==> config.mk <==
export PLATFORM = sky130hd
export DESIGN_NAME = crc32_d8
export DESIGN_NICKNAME = d
export VERILOG_FILES = /design/src/rtl/gmii_chk_pkg.sv /design/src/rtl/crc32_d8.sv
export SDC_FILE = /design/constraint.sdc
export NUM_CORES = 1
export LEC_CHECK = 0
export ABC_AREA = 1
export BUFFER_PORTS_ARGS = -buffer_cell sky130_fd_sc_hd__buf_2
export CAP_MARGIN = 15
export CORE_ASPECT_RATIO = 1.1
export CORE_MARGIN = 1
export CORE_UTILIZATION = 25
export DETAILED_ROUTE_END_ITERATION = 10
export GPL_TIMING_DRIVEN = 0
export PLACE_DENSITY_LB_ADDON = 0.08
export SYNTH_ARGS = -nofsm -noshare
export SYNTH_HDL_FRONTEND = slang
export SYNTH_SLANG_ARGS = --single-unit
==> constraint.sdc <==
create_clock -name vclk -period 1.3
set_input_delay 0.195 -clock vclk [all_inputs]
set_output_delay 0.195 -clock vclk [all_outputs]
set_load 0.02 [all_outputs]
==> src/rtl/gmii_chk_pkg.sv <==
// Shared types and constants for the GMII frame checker and its CRC helper.
// Latency: n/a (declarations only).
// Backpressure: n/a.
package gmii_chk_pkg;

  typedef enum logic [1:0] {
    IDLE,
    PREAMBLE,
    DATA,
    DROP
  } chk_state_t;

  // Bit positions inside err_flags
  localparam int ERR_PRE   = 0;
  localparam int ERR_SFD   = 1;
  localparam int ERR_CRC   = 2;
  localparam int ERR_RUNT  = 3;
  localparam int ERR_GIANT = 4;
  localparam int ERR_IFG   = 5;
  localparam int ERR_W     = 6;

  localparam logic [31:0] CRC_INIT    = 32'hFFFF_FFFF;
  localparam logic [31:0] CRC_POLY    = 32'hEDB8_8320;
  localparam logic [31:0] CRC_RESIDUE = 32'hDEBB_20E3;

  localparam logic [7:0] PRE_BYTE = 8'h55;
  localparam logic [7:0] SFD_BYTE = 8'hD5;
  // Number of 0x55 bytes that must precede the SFD
  localparam logic [2:0] PRE_CNT  = 3'd7;

endpackage

==> src/rtl/crc32_d8.sv <==
// Next-state of the reflected Ethernet CRC-32 register after one byte, LSB first.
// Latency: purely combinational.
// Backpressure: none.
module crc32_d8
  import gmii_chk_pkg::*;
(
  input  logic [31:0] crc_in,
  input  logic [7:0]  data,
  output logic [31:0] crc_out
);

  logic [31:0] w_crc;

  // Serial LFSR unrolled over the eight data bits, bit 0 first
  always_comb begin
    w_crc = crc_in;
    for (int i = 0; i < 8; i++) begin
      if (w_crc[0] ^ data[i]) begin
        w_crc = (w_crc >> 1) ^ CRC_POLY;
      end else begin
        w_crc = w_crc >> 1;
      end
    end
  end

  assign crc_out = w_crc;

endmodule

After elaboration in Yosys (flattened, before gate mapping):

Index checks and enable logic that the tools add are counted.

* bitwise operators: 16
* multiplexer cells: 8

Operators by type and width (count)
* 32-bit two-way mux: 8
* 13-bit NOT with 14-bit output: 8
* 1-bit bitwise XOR: 8

* input port bits: 40
* word-level logic and storage cells: 24
* output and inout port bits: 32
* register bits after elaboration: 0

Depth between registers and ports, before layout:

Gate-level depths: netlist of the first run.

* depth in word-level cells: 16
* mapped depth: 12
* mapped depth without buffers: 12

Worst setup path before layout of the first run:

Ideal clock, no wire load.

* path kind: input-to-output
* from: input crc_in[1]
* to: output crc_out[8]
* arrival: 1327 ps
* path buffers: 0
* cell stages on the path: 8
* slack: -222 ps
* data required time: 1105 ps
* cells stage by stage: inv_1 nand2_1 nand2_4 nand2_1 nand2_2 nand2_2 nand2_2 xor2_1

* word-level cells in the longest chain between the ends: 10

RTL lines
* from (decl): RTL line crc32_d8.sv:7 `input logic [31:0] crc_in,`
* 32-bit two-way mux: RTL line crc32_d8.sv:18 `if (w_crc[0] ^ data[i]) begin`
* 1-bit bitwise XOR: RTL line crc32_d8.sv:18
* 32-bit two-way mux (6 in a row): RTL line crc32_d8.sv:18
* 1-bit bitwise XOR: RTL line crc32_d8.sv:18
* 32-bit two-way mux: RTL line crc32_d8.sv:18
* to (decl): RTL line crc32_d8.sv:9 `output logic [31:0] crc_out`

Every way passes these cells.

Worst setup path after layout of the first run:

* from: input data[1]
* to: output crc_out[20]

* word-level cells in the longest chain between the ends: 12
* elaborated cells on any way between the ends: 13
* those cells by class: 7 x mux; 6 x bitwise

RTL lines
* from (decl): RTL line crc32_d8.sv:8 `input logic [7:0] data,`
* 1-bit bitwise XOR *: RTL line crc32_d8.sv:18
* 32-bit two-way mux * (2 in a row): RTL line crc32_d8.sv:18
* 13-bit NOT with 14-bit output (no source line)
* 32-bit two-way mux *: RTL line crc32_d8.sv:18
* 13-bit NOT with 14-bit output (no source line)
* 32-bit two-way mux * (2 in a row): RTL line crc32_d8.sv:18
* 13-bit NOT with 14-bit output (no source line)
* 32-bit two-way mux *: RTL line crc32_d8.sv:18
* 13-bit NOT with 14-bit output (no source line)
* 32-bit two-way mux *: RTL line crc32_d8.sv:18

Every way passes the cells marked *; elsewhere a longest branch is shown, timed or not.

==> out/results.ini, run 1 <==
[critical_path]
worst_ep_arrival_time_ns=1.34
crit_chain=buf_12, clkinv_8, nand2_8, nand2_8, nand2_4, nand2_8, buf_12, xnor2_2, nand3_1, nand2_1, inv_1, buf_6
slowest_stage=xnor2_2
cpPeakStageDelay_ns=0.15
setup.worst_path.class=in2out
crit_fanout=6
cp_common_cell=nand2_8
worstPathRequired_ns=1.11
critical_path_buf_inv_count=5
cp_top_family=simple AND/OR/NAND/NOR gates
start_kind=input pin
worstSetupPathDepth=12
worst_setup_path_end_kind=output port

[sta]
period_minus_slack_ns=1.539
max_slew_margin_pct=82.21
fin_crit_sh_pct=118.4
final_hold_viol_count=0
setup_tns_ns=-4.012
worst_pin_slew_ns=0.2666
whs_ns=0.6740
clock.fmax_ghz=0.6498
rsz0062_at_grt=yes
setup_viol=27
finalWorstSetupSlack_ns=-0.2389
maxSlewViolCount=0

[cells_and_area]
fillers=375
fin_area_um2=3223
drive_above_1_share_pct=81.64
clock_buffers=0
n_antenna_cell=0
register_area_um2=0
multiInputGateArea_um2=1892
design.seq.count=0
final_nets=347
fin_util_pct=68.80
area_delta_synth_final_pct=161.3

[global_routing]
grt_max_degree=8
grt_pass1_wl_um=6168
gr-total-overflow=0
grt_antenna_before_repair=0
grt_use_total_pct=15.34
grt_pass1_vias=1428

[yosys]
synthTopCellsByArea=xor2_1 28%, nand2_1 19%, nand2_2 11%
synth_top_area_share_pct=28.40
syn_avg_cell_area_um2=6.327
netlist_area_um2=1234
syn_nets=235
yosys_warnings=0
synth_top_area_cell=xor2_1
synth_commonest_cells=62 x nand2_1, 40 x xor2_1, 31 x inv_1
syn_inst=195
yosysSeqAreaShare_pct=0
synth.most_common_cell=nand2_1
ys_types=16

[floorplan]
rows=26
ios=72
dieArea_um2=5220
start_util_pct=26.34
dieWidth_um=68.98
dieHeight_um=75.68
design.core.area_um2=4684

[power_and_ir_drop]
power_density_nw_per_um2=789.7
p_int_uw=1235
switching_power_uw=1310
ir_worst_vdd_mv=0.5150
seq_power_share_pct=0
combPwrFrac_pct=100.0
netSwitchingFraction_pct=51.47
p_leak_uw=0.001623
pwr-share-clk_pct=0

[worst_hold_path]
hold_class=in2out
hp-start=crc_in[15]
min_to=crc_out[7]
min_delay_path_depth=3

[placed_design]
port_buffers=72
gp_congestion=0.6965
post-dp-hpwl_um=2513
place_area_um2=1852

[outcome]
outcome=finished with violations
violations=setup timing

[drt]
vias=1546
drt_iter0_markers=31
drc=0
wl_um=4175
first_pass_iters=4
avgRoutedWirePerCell_um=11.57
antenna_left=0
via_per_inst=4.283

[job]
drv_cap=0

[clock_tree]
hold_buffers=0

per-stage QoR:
step / std cells / power, µW / setup WS [ns]
6_report: 361 / 2545 / -0.2389
5_1_grt: 361 / 2721 / -0.2940
4_1_cts: 352 / 2228 / -0.2148
3_5_place_dp: 323 / 1568 / -0.3872
3_3_place_gp: 323 / 1571 / -0.3787
2_1_floorplan: 195 / 1163 / -0.09216
cell usage in the layout (no fill, tap or decap), drive strengths merged:
cell type and count:
nand2b 1, clkinv 1, nand2 94, xor2 43, xnor2 11, inv 33
nand3 9, buf 110, nor2 2, or2 1
timing repair:
item | in CTS | in global routing
buffers inserted | 29 | 11
gates resized for setup | 165 | 95
setup endpoints to repair | 27 | 27
pin swaps | 59 | 53
worst min-delay path, delay by kind of cell:
| family | cells | cell delay, ns |
|---|---|---|
| xor+xnor | 1 | 0.05 |
| buf+inv | 2 | 0.23 |
kinds of logic after synthesis:
kind of cell              Yosys count  synth area share [%]
xor gates and xnor gates           54                 42.60
buffers and inverters              34                 10.34
and+or+nand+nor                   107                 47.06
per-layer routing:
| layer | wire length, µm | share of wire, % | up-vias | track usage [%] |
|---|---|---|---|---|
| met5 | 0 | 0 | - | 0 |
| met3 | 144 | 3.4 | 2 | 0.8982 |
| met2 | 2454 | 59 | 45 | 29.67 |
| li1 | - | - | 766 | - |
| met1 | 1556 | 37 | 733 | 19.15 |
| met4 | 19 | 0.46 | 0 | 0.9070 |
power groups by stage:
stage | Sequential (µW) | Clock [µW] | Combinational [µW]
floorplan | 0 | 0 | 1160
global placement | 0 | 0 | 1570
detailed placement | 0 | 0 | 1570
CTS | 0 | 0 | 2230
global route | 0 | 0 | 2720
finish | 0 | 0 | 2550
worst max path at each step:
stage / to / slack, ns / startpoint
3_5_place_dp: crc_out[16] / -0.39 / data[2]
4_1_cts: crc_out[19] / -0.21 / data[0]
3_3_place_gp: crc_out[16] / -0.38 / crc_in[2]
2_1_floorplan: crc_out[25] / -0.09 / crc_in[0]
5_1_grt: crc_out[17] / -0.29 / data[1]
6_report: crc_out[20] / -0.24 / data[1]
area by class of cell:
cell class | count | area share (%)
Tap cell | 56 | 2.174
Timing Repair Buffer | 110 | 33.00
Inverter | 34 | 6.134
Multi-Input combinational cell | 161 | 58.70
No activity file was read; power rests on OpenSTA's default activity.
==> run 2: changes to the inputs <==
--- a/config.mk
+++ b/config.mk
@@ -14,3 +14,2 @@
 export DETAILED_ROUTE_END_ITERATION = 10
-export GPL_TIMING_DRIVEN = 0
 export PLACE_DENSITY_LB_ADDON = 0.08
==> constraint.sdc (replaced) <==
create_clock -name vclk -period 1.3
set_input_delay 0.195 -clock vclk [all_inputs]
set_output_delay 0.195 -clock vclk [all_outputs]
set_load 0.05 [all_outputs]
==> out/results.ini, run 2 (same netlist as run 1, synthesis figures left out) <==
[cells_and_area]
fin_util_pct=83.65  ; +15 points
layout_commonest_cell=nand2_4
n_antenna_cell=0  ; unchanged
multiInputGateArea_um2=2331  ; +23%
clock_buffers=0  ; unchanged
drive_above_1_share_pct=87.99  ; +6.3 points
area_delta_synth_final_pct=217.6
fillers=255  ; -32%
design.seq.count=0  ; unchanged
final_cell_mix=36 x nand2_4, 34 x buf_6, 30 x nand2_8
final_nets=350  ; +0.86%
instances_no_fill=364  ; +0.83%
register_area_um2=0  ; unchanged

[sta]
clock.fmax_ghz=0.5842  ; -10%
period_minus_slack_ns=1.712  ; +0.1727 ns
finalWorstSetupSlack_ns=-0.4116  ; -0.1727 ns
max_slew_margin_pct=81.32  ; -0.89 points
setup_tns_ns=-6.188  ; -2.177 ns
setup_viol=27  ; unchanged
fin_crit_sh_pct=131.7  ; +13 points
rsz0062_at_grt=yes
final_hold_viol_count=0  ; unchanged
maxSlewViolCount=0  ; unchanged
worst_pin_slew_ns=0.2788  ; +0.01223 ns

[drt]
vias=1547  ; +0.065%
avgRoutedWirePerCell_um=12.95  ; +12%
first_pass_iters=4  ; unchanged
via_per_inst=4.250  ; -0.76%
wl_um=4715  ; +13%
antenna_left=0  ; unchanged
drc=0  ; unchanged
drt_iter0_markers=19  ; -39%

[outcome]
violations=setup timing
outcome=finished with violations

[global_routing]
grt_pass1_wl_um=6768  ; +9.7%
grt_pass1_vias=1533  ; +7.4%
gr-total-overflow=0  ; unchanged
grt_use_total_pct=16.85  ; +1.5 points
grt_busiest_layer=met2
grt_max_degree=9  ; +1
grt_util_met2_pct=32.69  ; +3.0 points
grt_antenna_before_repair=0  ; unchanged
grt.met3_usage_pct=0.8982  ; unchanged
grt_use_met1_pct=21.42  ; +2.3 points

[critical_path]
cpPeakStageDelay_ns=0.19  ; +0.04 ns
slowest_stage=xor2_2
crit_fanout=8  ; +2
worst_ep_arrival_time_ns=1.52  ; +0.18 ns
cp_common_cell=nand2_8
critical_path_buf_inv_count=5  ; unchanged
setup.worst_path.class=in2out
start_kind=input pin
worst_setup_path_end_kind=output port
cp_top_family=simple AND/OR/NAND/NOR gates
worstPathRequired_ns=1.11  ; about the same
crit_chain=buf_12, inv_12, nand2_8, nand2_8, buf_12, nand2_8, nand2_8, xor2_2, nand3_1, nand2_2, clkinvlp_4, buf_8

[placed_design]
post-dp-hpwl_um=3189  ; +27%
port_buffers=72  ; unchanged
place_inst=351  ; +8.7%
gp_congestion=0.6684  ; -4.0%
dpl_worst_slack_ns=-0.5201  ; -0.1329 ns

[floorplan]
dieArea_um2=5220  ; unchanged
rows=26  ; unchanged
dieWidth_um=68.98  ; unchanged
start_util_pct=26.34  ; unchanged
dieHeight_um=75.68  ; unchanged
design.core.area_um2=4684  ; unchanged
ios=72  ; unchanged

[worst_hold_path]
hold_class=in2out

[power_and_ir_drop]
ir_worst_vdd_mv=0.7265  ; +41%
seq_power_share_pct=0  ; unchanged
pwr-share-clk_pct=0  ; unchanged
netSwitchingFraction_pct=57.77  ; +6.3 points
p_leak_uw=0.001761  ; +8.5%
p_int_uw=1571  ; +27%
power_density_nw_per_um2=949.2  ; +20%
combPwrFrac_pct=100.0  ; about the same
switching_power_uw=2149  ; +64%

[job]
drv_cap=0  ; unchanged

[clock_tree]
hold_buffers=0  ; unchanged

[run 2: per-layer routing]
layer / share of wire [%] / vias up
met2: 63 / 39
li1: - / 777
met3: 2.1 / 0
met1: 34 / 731
met4: 0 / 0
met5: 0 / -
[run 2: path summary, 6_finish.rpt]
path / from / slack (ns) / end / depth (start not counted)
setup / recovery: data[0] / -0.41 / crc_out[23] / 12
hold / removal: crc_in[14] / 0.70 / crc_out[6] / 3
[run 2: layout make-up]
type | instances | share of cell area [%]
inverter | 34 | 7.248
multi-input combinational | 161 | 59.48
tap | 56 | 1.788
timing repair buffer | 113 | 31.48
[run 2: power by group through the flow]
| stage | logic, µW | clock network, µW | registers [µW] |
|---|---|---|---|
| 2_1_floorplan | 2190 | 0 | 0 |
| 3_3_place_gp | 2800 | 0 | 0 |
| 3_5_place_dp | 2810 | 0 | 0 |
| 4_1_cts | 3490 | 0 | 0 |
| 5_1_grt | 3910 | 0 | 0 |
| 6_report | 3720 | 0 | 0 |
[run 2: timing repair]
| item | 4_1_cts | 5_1_grt |
|---|---|---|
| resized for setup | 156 | 59 |
| endpoints found under the setup margin | 30 | 28 |
| buffers inserted | 11 | 7 |
| pin swaps | 59 | 41 |
[run 2: per-stage QoR]
step                      area, µm²  total power, µW  hold WS, ns
final                          3919             3720       0.7008
after global routing           3919             3909       0.7267
after CTS                      3605             3487       0.6912
after detailed placement       2878             2808       0.7486
after global placement         2878             2795       0.7469
after floorplan                2200             2188       0.5150
==> run 3: changes to the inputs <==
Settings changed: BUFFER_PORTS_ARGS -buffer_cell sky130_fd_sc_hd__buf_2 to not set, DONT_BUFFER_PORTS set to 1.
==> out/results.ini, run 3 (same netlist as run 1, synthesis figures left out) <==
[critical_path]
critical_path_buf_inv_count=2  ; -3
worst_setup_path_end_kind=output port
slowest_stage=xnor2_2
start_kind=input pin
cpPeakStageDelay_ns=0.25  ; +0.06 ns
crit_fanout=4  ; -4
cp_top_family=simple AND/OR/NAND/NOR gates
crit_chain=clkinv_16, nand2_8, nand2_8, nand2_1, nand2_1, xnor2_2, nand3_2, nand2_2, clkinvlp_4
worstPathRequired_ns=1.11  ; about the same
setup.worst_path.class=in2out
worst_ep_arrival_time_ns=1.29  ; -0.23 ns
cp-startpoint=data[3]

[floorplan]
dieWidth_um=68.98  ; unchanged
dieArea_um2=5220  ; unchanged
design.core.area_um2=4684  ; unchanged
dieHeight_um=75.68  ; unchanged
ios=72  ; unchanged
start_util_pct=26.34  ; unchanged
rows=26  ; unchanged

[power_and_ir_drop]
p_leak_uw=0.001525  ; -13%
switching_power_uw=2085  ; -3.0%
ir_worst_vdd_mv=0.7858  ; +8.2%
power.total_uw=3616  ; -2.8%
p_int_uw=1531  ; -2.5%
power_density_nw_per_um2=1001  ; +5.5%
seq_power_share_pct=0  ; unchanged
combPwrFrac_pct=100.0  ; about the same
pwr-share-clk_pct=0  ; unchanged
netSwitchingFraction_pct=57.66  ; -0.11 points

[global_routing]
grt_pass1_wl_um=6727  ; -0.61%
grt_pass1_vias=1439  ; -6.1%
gr-total-overflow=0  ; unchanged
grt_max_degree=8  ; -1
grt_use_total_pct=17.03  ; +0.19 points
grt_antenna_before_repair=0  ; unchanged

[sta]
final_hold_viol_count=0  ; unchanged
setup_viol=22  ; -19%
max_slew_margin_pct=72.03  ; -9.3 points
maxSlewViolCount=0  ; unchanged
worst_pin_slew_ns=0.4191  ; +0.1403 ns
rsz0062_at_grt=yes
period_minus_slack_ns=1.481  ; -0.2309 ns
fin_crit_sh_pct=113.9  ; -18 points
clock.fmax_ghz=0.6754  ; +16%
setup_tns_ns=-1.932  ; +4.256 ns
finalWorstSetupSlack_ns=-0.1807  ; +0.2309 ns

[cells_and_area]
final_cell_mix=35 x nand2_8, 30 x buf_4, 29 x nand2_4
register_area_um2=0  ; unchanged
area_delta_synth_final_pct=192.7
design.seq.count=0  ; unchanged
layout_commonest_cell=nand2_8
drive_above_1_share_pct=85.66  ; -2.3 points
clock_buffers=0  ; unchanged
final_nets=300  ; -14%
fin_util_pct=77.08  ; -6.6 points
n_antenna_cell=0  ; unchanged
instances_no_fill=314  ; -14%

[drt]
drt_iter0_markers=14  ; -5
drc=0  ; unchanged
first_pass_iters=2  ; -2
vias=1413  ; -8.7%
avgRoutedWirePerCell_um=15.34  ; +18%
antenna_left=0  ; unchanged
via_per_inst=4.500  ; +5.9%
wl_um=4817  ; +2.2%

[placed_design]
post-dp-hpwl_um=3465  ; +8.7%
port_buffers=0  ; -100%
gp_congestion=0.7549  ; +13%
place_inst=301  ; -14%

[worst_hold_path]
hp-start=crc_in[15]
hold_class=in2out

[outcome]
violations=setup timing
outcome=finished with violations

[job]
drv_cap=0  ; unchanged

## run 3: cell types whose count changed in the layout (fill, tap and decap cells not counted), sizes merged
| cell | previous run | this run |
|---|---|---|
| inv | 30 | 31 |
| buf | 113 | 63 |
| clkinv | 2 | 1 |
## run 3: metrics by stage
step	setup slack, ns	area [µm²]	hold WS (ns)
after floorplan	-0.1742	2200	0.5150
after global placement	-0.1555	2858	0.5884
after detailed placement	-0.2464	2858	0.5973
after CTS	-0.1368	3299	0.5871
after global routing	-0.2281	3611	0.5987
final	-0.1807	3611	0.5957
## run 3: metal layers
metal | track usage [%] | vias up | wire length, µm
met5 | 0 | - | 0
met4 | 0.6803 | 0 | 202
met3 | 1.347 | 14 | 233
met2 | 35.92 | 51 | 2964
met1 | 18.69 | 677 | 1417
li1 | - | 671 | -
## run 3: cell type report
cell class         instances  area [µm²]
well taps                 56       70.07
fillers                  291        1074
repair buffers            63       775.7
inverters                 34       366.6
multi-input cells        161        2399
## run 3: power groups by stage
| stage | logic (µW) | registers [µW] | clock network (µW) |
|---|---|---|---|
| floorplan | 2190 | 0 | 0 |
| global placement | 3120 | 0 | 0 |
| detailed placement | 3180 | 0 | 0 |
| CTS | 3440 | 0 | 0 |
| global route | 3770 | 0 | 0 |
| finish | 3620 | 0 | 0 |
## run 3: path summary, 6_finish.rpt
path                      end  slack, ns  cells after the start
setup / recovery  crc_out[20]      -0.18                      9
hold / removal     crc_out[7]       0.60                      2
## run 3: what timing repair did
action,4_1_cts,5_1_grt
hold buffers,0,0
resized for setup,68,48
setup endpoints to repair,26,26
pin swaps,48,35
buffers inserted,9,9
